`config.mk`:
```
export PLATFORM = sky130hd
export DESIGN_NAME = comb_gates_oai_pipe
export DESIGN_NICKNAME = d
export VERILOG_FILES = /design/src/rtl/comb_gates_pkg.sv /design/src/rtl/comb_gates_lane22.sv /design/src/rtl/comb_gates_oai_pipe.sv
export SDC_FILE = /design/constraint.sdc
export NUM_CORES = 1
export LEC_CHECK = 0
export ABC_AREA = 1
export CAP_MARGIN = 25
export CELL_PAD_IN_SITES_DETAIL_PLACEMENT = 1
export CELL_PAD_IN_SITES_GLOBAL_PLACEMENT = 2
export CORE_MARGIN = 3
export CORE_UTILIZATION = 29
export CTS_BUF_LIST = sky130_fd_sc_hd__clkbuf_16
export CTS_CLUSTER_SIZE = 28
export DETAILED_ROUTE_END_ITERATION = 7
export GPL_TIMING_DRIVEN = 0
export PLACE_DENSITY = 0.92
export SLEW_MARGIN = 20
export SYNTH_ARGS = -nofsm -noshare
export SYNTH_HDL_FRONTEND = slang
export SYNTH_SLANG_ARGS = --single-unit
```
`constraint.sdc`:
```
create_clock -name clk -period 4.25 [get_ports clk]
set_clock_uncertainty 0.05 [all_clocks]
set_input_delay 0.425 -clock clk [delete_from_list [all_inputs] [get_ports clk]]
set_output_delay 0.425 -clock clk [all_outputs]
set_load 0.01 [all_outputs]
```
`src/rtl/comb_gates_pkg.sv`:
```
// Shared definitions for the comb_gates family: gate-function encoding on the
// 2-bit mode input.
package comb_gates_pkg;

  typedef enum logic [1:0] {
    MODE_OAI22 = 2'd0,
    MODE_AOI22 = 2'd1,
    MODE_OA22  = 2'd2,
    MODE_AO22  = 2'd3
  } gate_mode_e;

endpackage

```
`src/rtl/comb_gates_lane22.sv`:
```
// Single-bit 2-2 gate lane: OR/AND pairs combined, optionally inverted, per mode.
module comb_gates_lane22
  import comb_gates_pkg::*;
(
  input  logic       in0,
  input  logic       in1,
  input  logic       in2,
  input  logic       in3,
  input  logic [1:0] mode,
  output logic       out
);

  always_comb begin
    out = 1'b0;
    case (gate_mode_e'(mode))
      MODE_OAI22: out = ~((in0 | in1) & (in2 | in3));
      MODE_AOI22: out = ~((in0 & in1) | (in2 & in3));
      MODE_OA22:  out =   (in0 | in1) & (in2 | in3);
      MODE_AO22:  out =   (in0 & in1) | (in2 & in3);
      default:    out = 1'b0;
    endcase
  end

endmodule

```
`src/rtl/comb_gates_oai_pipe.sv`:
```
// Two-stage valid/ready pipeline around NBITS comb_gates_lane22 lanes with a
// saturating transfer counter. Define COMB_GATES_OAI_PIPE_POPCOUNT_EN to add out_ones.
module comb_gates_oai_pipe
  import comb_gates_pkg::*;
#(
  parameter int unsigned NBITS    = 8,
  parameter int unsigned CNT_BITS = 16
) (
  input  logic                clk,
  input  logic                reset,
  input  logic [NBITS-1:0]    in0,
  input  logic [NBITS-1:0]    in1,
  input  logic [NBITS-1:0]    in2,
  input  logic [NBITS-1:0]    in3,
  input  logic [1:0]          mode,
  input  logic                in_val,
  output logic                in_rdy,
  output logic [NBITS-1:0]    out,
  output logic                out_val,
  input  logic                out_rdy,
  output logic [CNT_BITS-1:0] out_count
`ifdef COMB_GATES_OAI_PIPE_POPCOUNT_EN
  ,
  output logic [$clog2(NBITS+1)-1:0] out_ones
`endif
);

  logic                s1_val_q, s1_val_d;
  logic [NBITS-1:0]    s1_in0_q, s1_in0_d;
  logic [NBITS-1:0]    s1_in1_q, s1_in1_d;
  logic [NBITS-1:0]    s1_in2_q, s1_in2_d;
  logic [NBITS-1:0]    s1_in3_q, s1_in3_d;
  logic [1:0]          s1_mode_q, s1_mode_d;
  logic                s2_val_q, s2_val_d;
  logic [NBITS-1:0]    out_q, out_d;
  logic [CNT_BITS-1:0] cnt_q, cnt_d;

  logic                s2_rdy;
  logic                accept;
  logic                advance;
  logic                fire;
  logic [NBITS-1:0]    lane_out;

  for (genvar i = 0; i < NBITS; i++) begin : g_lane
    comb_gates_lane22 u_lane (
      .in0  (s1_in0_q[i]),
      .in1  (s1_in1_q[i]),
      .in2  (s1_in2_q[i]),
      .in3  (s1_in3_q[i]),
      .mode (s1_mode_q),
      .out  (lane_out[i])
    );
  end

  always_comb begin
    s2_rdy  = ~s2_val_q | out_rdy;
    in_rdy  = ~s1_val_q | s2_rdy;
    accept  = in_val & in_rdy & ~reset;
    advance = s1_val_q & s2_rdy;
    fire    = s2_val_q & out_rdy;

    s1_val_d  = s1_val_q;
    s1_in0_d  = s1_in0_q;
    s1_in1_d  = s1_in1_q;
    s1_in2_d  = s1_in2_q;
    s1_in3_d  = s1_in3_q;
    s1_mode_d = s1_mode_q;
    s2_val_d  = s2_val_q;
    out_d     = out_q;
    cnt_d     = cnt_q;

    if (accept) begin
      s1_val_d  = 1'b1;
      s1_in0_d  = in0;
      s1_in1_d  = in1;
      s1_in2_d  = in2;
      s1_in3_d  = in3;
      s1_mode_d = mode;
    end else if (advance) begin
      s1_val_d = 1'b0;
    end

    // The result register only loads from a valid S1, so out holds otherwise.
    if (advance) begin
      s2_val_d = 1'b1;
      out_d    = lane_out;
    end else if (fire) begin
      s2_val_d = 1'b0;
    end

    if (fire && (cnt_q != '1)) begin
      cnt_d = cnt_q + CNT_BITS'(1);
    end
  end

  always_ff @(posedge clk) begin
    if (reset) begin
      s1_val_q  <= 1'b0;
      s1_in0_q  <= '0;
      s1_in1_q  <= '0;
      s1_in2_q  <= '0;
      s1_in3_q  <= '0;
      s1_mode_q <= '0;
      s2_val_q  <= 1'b0;
      out_q     <= '0;
      cnt_q     <= '0;
    end else begin
      s1_val_q  <= s1_val_d;
      s1_in0_q  <= s1_in0_d;
      s1_in1_q  <= s1_in1_d;
      s1_in2_q  <= s1_in2_d;
      s1_in3_q  <= s1_in3_d;
      s1_mode_q <= s1_mode_d;
      s2_val_q  <= s2_val_d;
      out_q     <= out_d;
      cnt_q     <= cnt_d;
    end
  end

  assign out       = out_q;
  assign out_val   = s2_val_q;
  assign out_count = cnt_q;

`ifdef COMB_GATES_OAI_PIPE_POPCOUNT_EN
  localparam int unsigned ONES_W = $clog2(NBITS + 1);

  logic [ONES_W-1:0] ones_q, ones_d;
  logic [ONES_W-1:0] lane_ones;

  always_comb begin
    lane_ones = '0;
    for (int unsigned i = 0; i < NBITS; i++) begin
      lane_ones = lane_ones + ONES_W'(lane_out[i]);
    end
    ones_d = ones_q;
    if (advance) begin
      ones_d = lane_ones;
    end
  end

  always_ff @(posedge clk) begin
    if (reset) begin
      ones_q <= '0;
    end else begin
      ones_q <= ones_d;
    end
  end

  assign out_ones = ones_q;
`endif

endmodule
```
After elaboration in Yosys (flattened, before gate mapping)
Cells that the tools add are included.
{ "classes": {"reduce_logical": 4, "n_mux": 12, "addsub": 1, "n_bitwise": 73, "eq_ne": 4} }
{ "ops": {"columns": ["cell", "n"], "rows": [
  ["1-bit one-hot mux with 4 select lines", 8],
  ["1-bit bitwise AND", 28],
  ["1-bit OR", 26],
  ["1-bit NOT", 19],
  ["16-bit by 1-bit adder with 16-bit output, second input constant", 1],
  ["16-bit inequality test, second input constant", 1],
  ["2-bit equality test, second input constant", 2],
  ["1-bit 2-to-1 mux", 4],
  ["2-bit nonzero test", 2],
  ["2-bit by 1-bit equality test with 1-bit output, second input constant", 1],
  ["2-bit zero test", 1],
  ["1-bit logical AND", 1]
]} }
{ "totals": {"word_cells": 103, "reg_bits": 60} }

Depth between registers and ports, before layout
{ "depth": {"ltp_word": 6, "depth_mapped": 9} }

By module
Synthesis repeated with hierarchy kept, for this count alone.
{ "unflattened": {"hier_cells": 517, "area_unflattened_um2": 3131.8} }
{ "by_module_without_submodules": {"columns": ["module", "area_each_um2", "cells_each", "n_inst"], "rows": [
  ["comb_gates_oai_pipe", 2421.1, 341, 1],
  ["comb_gates_lane22", 88.8, 22, 8]
]} }

Worst setup path after synthesis
No wires, ideal clock.
{ "synth_path": {"path_kind": "register -> register", "startpoint": "reg cnt_q[0], in the netlist out_count[0]", "endpoint": "reg cnt_q[11], in the netlist out_count[11]", "path_slack_ns": 2.652, "period_less_slack_ns": 1.598, "stages_incl_launch_ff": 10, "t_arrival_ns": 1.416, "path_cell_list": "dfxtp_1 ha_1 nand2_1 nor2_2 nand2_2 nor2_2 nor2_4 buf_6 nand2_1 a21oi_1"} }
{ "synth_between": {"elab_chain_len": 2} }
{ "synth_rtl": {"columns": ["element", "line_no", "source"], "rows": [
  ["start, declared", "comb_gates_oai_pipe.sv:36", "logic [CNT_BITS-1:0] cnt_q, cnt_d;"],
  ["start signal, assigned", "comb_gates_oai_pipe.sv:116", "cnt_q <= cnt_d;"],
  ["branches (longest 2 deep; another with 16-bit by 1-bit adder with 16-bit output)", null, null]
]} }
Several ways; the timed one is not identified.
A chain may end at the register's enable or synchronous reset.

Worst setup path in the final report
{ "layout_path": {"startpoint": "in out_rdy", "endpoint": "out in_rdy"} }
{ "layout_between": {"elab_chain_len": 2} }
{ "layout_rtl": {"columns": ["element", "line_no", "source"], "rows": [
  ["start, declared", "comb_gates_oai_pipe.sv:20", "input logic out_rdy,"],
  ["1-bit OR", "comb_gates_oai_pipe.sv:56", "s2_rdy = ~s2_val_q | out_rdy;"],
  ["1-bit OR", "comb_gates_oai_pipe.sv:57", "in_rdy = ~s1_val_q | s2_rdy;"],
  ["end, declared", "comb_gates_oai_pipe.sv:17", "output logic in_rdy,"]
]} }
No other way between the ends.

==> flow_summary.json <==
{
  "end_kind": "output pin",
  "dr_total_vias": 2847,
  "first_pass_iters": 4,
  "cp.required_ns": 3.77,
  "ys_seq_area_share_pct": 42.9,
  "track_usage_pct": 17.4,
  "port_buffers": 63,
  "min_to": "s1_in0_q[1]",
  "hold_viol": 0,
  "async_flop_share_pct": 0,
  "nets": 509,
  "multiInputGateArea_sq_um": 1350,
  "clk_latency_ns": 0.32,
  "ant_nets": 0,
  "comb_power_share_pct": 11.6,
  "syn_to_final_growth_pct": 38.4,
  "cp_slowest_cell": "clkdlybuf4s50_1",
  "drv_cap": 0,
  "rr_worst_depth": 9,
  "clkTransAtPathRegs_ns": 0.05,
  "post_cts_buffers": 0,
  "grt_max_degree": 11,
  "synth.distinct_cells": 22,
  "avgSynthCellArea_sq_um": 7.07,
  "root_buffer": "clkbuf_16",
  "wl_per_cell_microns": 15.0,
  "die_area_sq_um": 10900,
  "p_int_mw": 1.12,
  "crit_type": "in2out",
  "synth_adder_area_share_pct": 0.447,
  "antenna_cells": 0,
  "synth_area_leaders": "dfxtp_1, nand2_1, a211oi_1",
  "fillers": 1197,
  "final_common_cell": "nand2_1",
  "postCtsResizedCells": 0,
  "period_share_pct": 50.7,
  "hold_path.startpoint": "s1_in0_q[1]",
  "fin_tns_setup_ns": 0,
  "synth_compound_area_share_pct": 19.4,
  "worstPathArrival_ns": 1.68,
  "crit_fanout": 3,
  "fin_crit_ns": 2.16,
  "hold_path.class": "reg2reg",
  "synth_top_area_share_pct": 42.9,
  "synthMuxAreaShare_pct": 0,
  "synth_top_family_by_area": "simple AND/OR/NAND/NOR gates",
  "syn-num-nets": 435,
  "cts-htree-levels": 3,
  "path_common_cell": "clkdlybuf4s50_1",
  "holdBufCountCts": 0,
  "finalSetupViolations": 0,
  "initial_utilization_pct": 30.0,
  "cts_buffer_depth": 2,
  "cp_cell_sequence": "clkdlybuf4s50_1 -> inv_1 -> nand3_1 -> clkdlybuf4s50_1",
  "io_pins": 64,
  "grt_pass1_vias": 3043,
  "r2r-end": "out_count[11]",
  "yosysWarnings": 0,
  "num_rows": 35,
  "p_switching_mw": 0.368,
  "r2r_setup_slack_ns": 2.46,
  "ys_ff_latch": 60,
  "grt_pass1_wl_microns": 15100,
  "cts_tree": "done",
  "syn_inst": 396,
  "yosysTopAreaCell": "dfxtp_1",
  "drt_iter0_markers": 105,
  "worstSetupStartpointType": "input pin",
  "p_sw_share_pct": 24.8,
  "coreArea_sq_um": 9330,
  "power_frac_seq_pct": 41.2,
  "ir_worst_vdd_uv": 197,
  "power.total_mw": 1.49,
  "slew_headroom_pct": 57.5,
  "seqCellArea_sq_um": 1200,
  "die_h_microns": 104,
  "wl_microns": 9070,
  "clock-sinks": 60,
  "dp_hpwl_microns": 6580,
  "netlist_area_sq_um": 2800,
  "final_cell_mix": "nand2_1, clkdlybuf4s50_1, dfxtp_1, nor2_1, inv_1",
  "fp.dieW_microns": 104,
  "grt_overflow": 0,
  "worst_pin_slew_ns": 0.637,
  "grt_antenna_before_repair": 0,
  "worstReg2RegStart": "out_count[0]",
  "layout-drive-gt1-share_pct": 5.89,
  "max_freq_ghz": 0.464,
  "synth-edff-count": 0,
  "synth_xor_area_share_pct": 1.88,
  "whs_path_depth": 2,
  "numCtsBuffers": 9,
  "yosys.area_share.simple_pct": 26.5,
  "power_density_nw_per_um2": 383,
  "avgViaCountPerCell": 4.71,
  "drc_errors": 0,
  "crit_path_max_incr_delay_ns": 0.56,
  "leakage_nw": 1.51,
  "drv_slew": 0,
  "p_clk_share_pct": 47.2,
  "rsz0062_at_grt": "false",
  "gp_congestion": 0.771,
  "synth_ff_type": "dfxtp_1",
  "status": "finished, final reports clean"
}
## final cells by class
cell class / count / area share [%]
inverter: 46 / 4.45
clock inverter: 7 / 1.52
tap: 129 / 4.16
timing repair buffer: 63 / 16.3
sequential: 60 / 31.0
buffer: 16 / 1.94
multi-input combinational: 274 / 34.9
clock buffer: 9 / 5.81
## kinds of logic (layout without fill, tap and decap cells)
logic type	after synthesis	in the layout
buffers and inverters	62	141
AO/OA/AOI/OAI	87	87
adder cells (fa/ha/maj)	1	1
flip-flops	60	60
XOR/XNOR	6	6
AND/OR/NAND/NOR	180	180
## power groups by stage
stage / clock (mW) / combinational (mW) / sequential (mW)
floorplan: 0 / 0.0871 / 0.622
global placement: 0 / 0.168 / 0.622
detailed placement: 0 / 0.173 / 0.624
CTS: 0.713 / 0.174 / 0.613
global route: 0.737 / 0.193 / 0.616
finish: 0.701 / 0.173 / 0.613
## flip-flops by register name, indices dropped and copies added (netlist names)
name / count
s1_mode_q: 2
out_val: 1
out: 8
s1_in2_q: 8
s1_in3_q: 8
s1_in1_q: 8
s1_val_q: 1
s1_in0_q: 8
out_count: 16
## stage by stage
step	std cells	area, sq um	hold WS, ns	util, %	worst slack, ns
finish	604	3880	0.426	41.6	2.09
global route	604	3880	0.448	41.6	2.03
CTS	604	3880	0.431	41.6	2.08
detailed placement	588	3590	0.421	38.5	1.96
global placement	588	3590	0.410	38.5	1.99
floorplan	396	2800	0.397	-	2.65
## routing by layer
layer	track usage [%]	vias up	routed length, microns
met1	23.0	1329	4360
met5	0	-	0
met4	5.13	0	108
met2	28.6	56	4220
met3	3.66	11	381
li1	-	1451	-
## worst max-delay path, delay by kind of cell
family	cells	cell delay, ns
and+or+nand+nor	1	0.13
buffers and inverters	3	1.12
## Yosys cell counts, types with 4 or more instances
cell,instances
o21ai_0,16
nor2_1,54
nor2_2,5
a21oi_1,31
buf_2,6
a211oi_1,32
o211ai_1,7
nand2_1,90
clkbuf_1,9
nand3_1,21
inv_1,44
dfxtp_1,60
xor2_1,4
nand4_1,5
## worst max path at each step
stage / cells past startpoint / slack [ns] / startpoint / end
floorplan: 9 / 2.65 / out_count[0] / out_count[11]
global placement: 4 / 1.99 / reset / out_count[12]
detailed placement: 4 / 1.96 / reset / out_count[12]
CTS: 4 / 2.08 / out_rdy / in_rdy
global route: 4 / 2.03 / out_rdy / in_rdy
finish: 4 / 2.09 / out_rdy / in_rdy
Note: power is estimated with default switching activity, not from simulation.
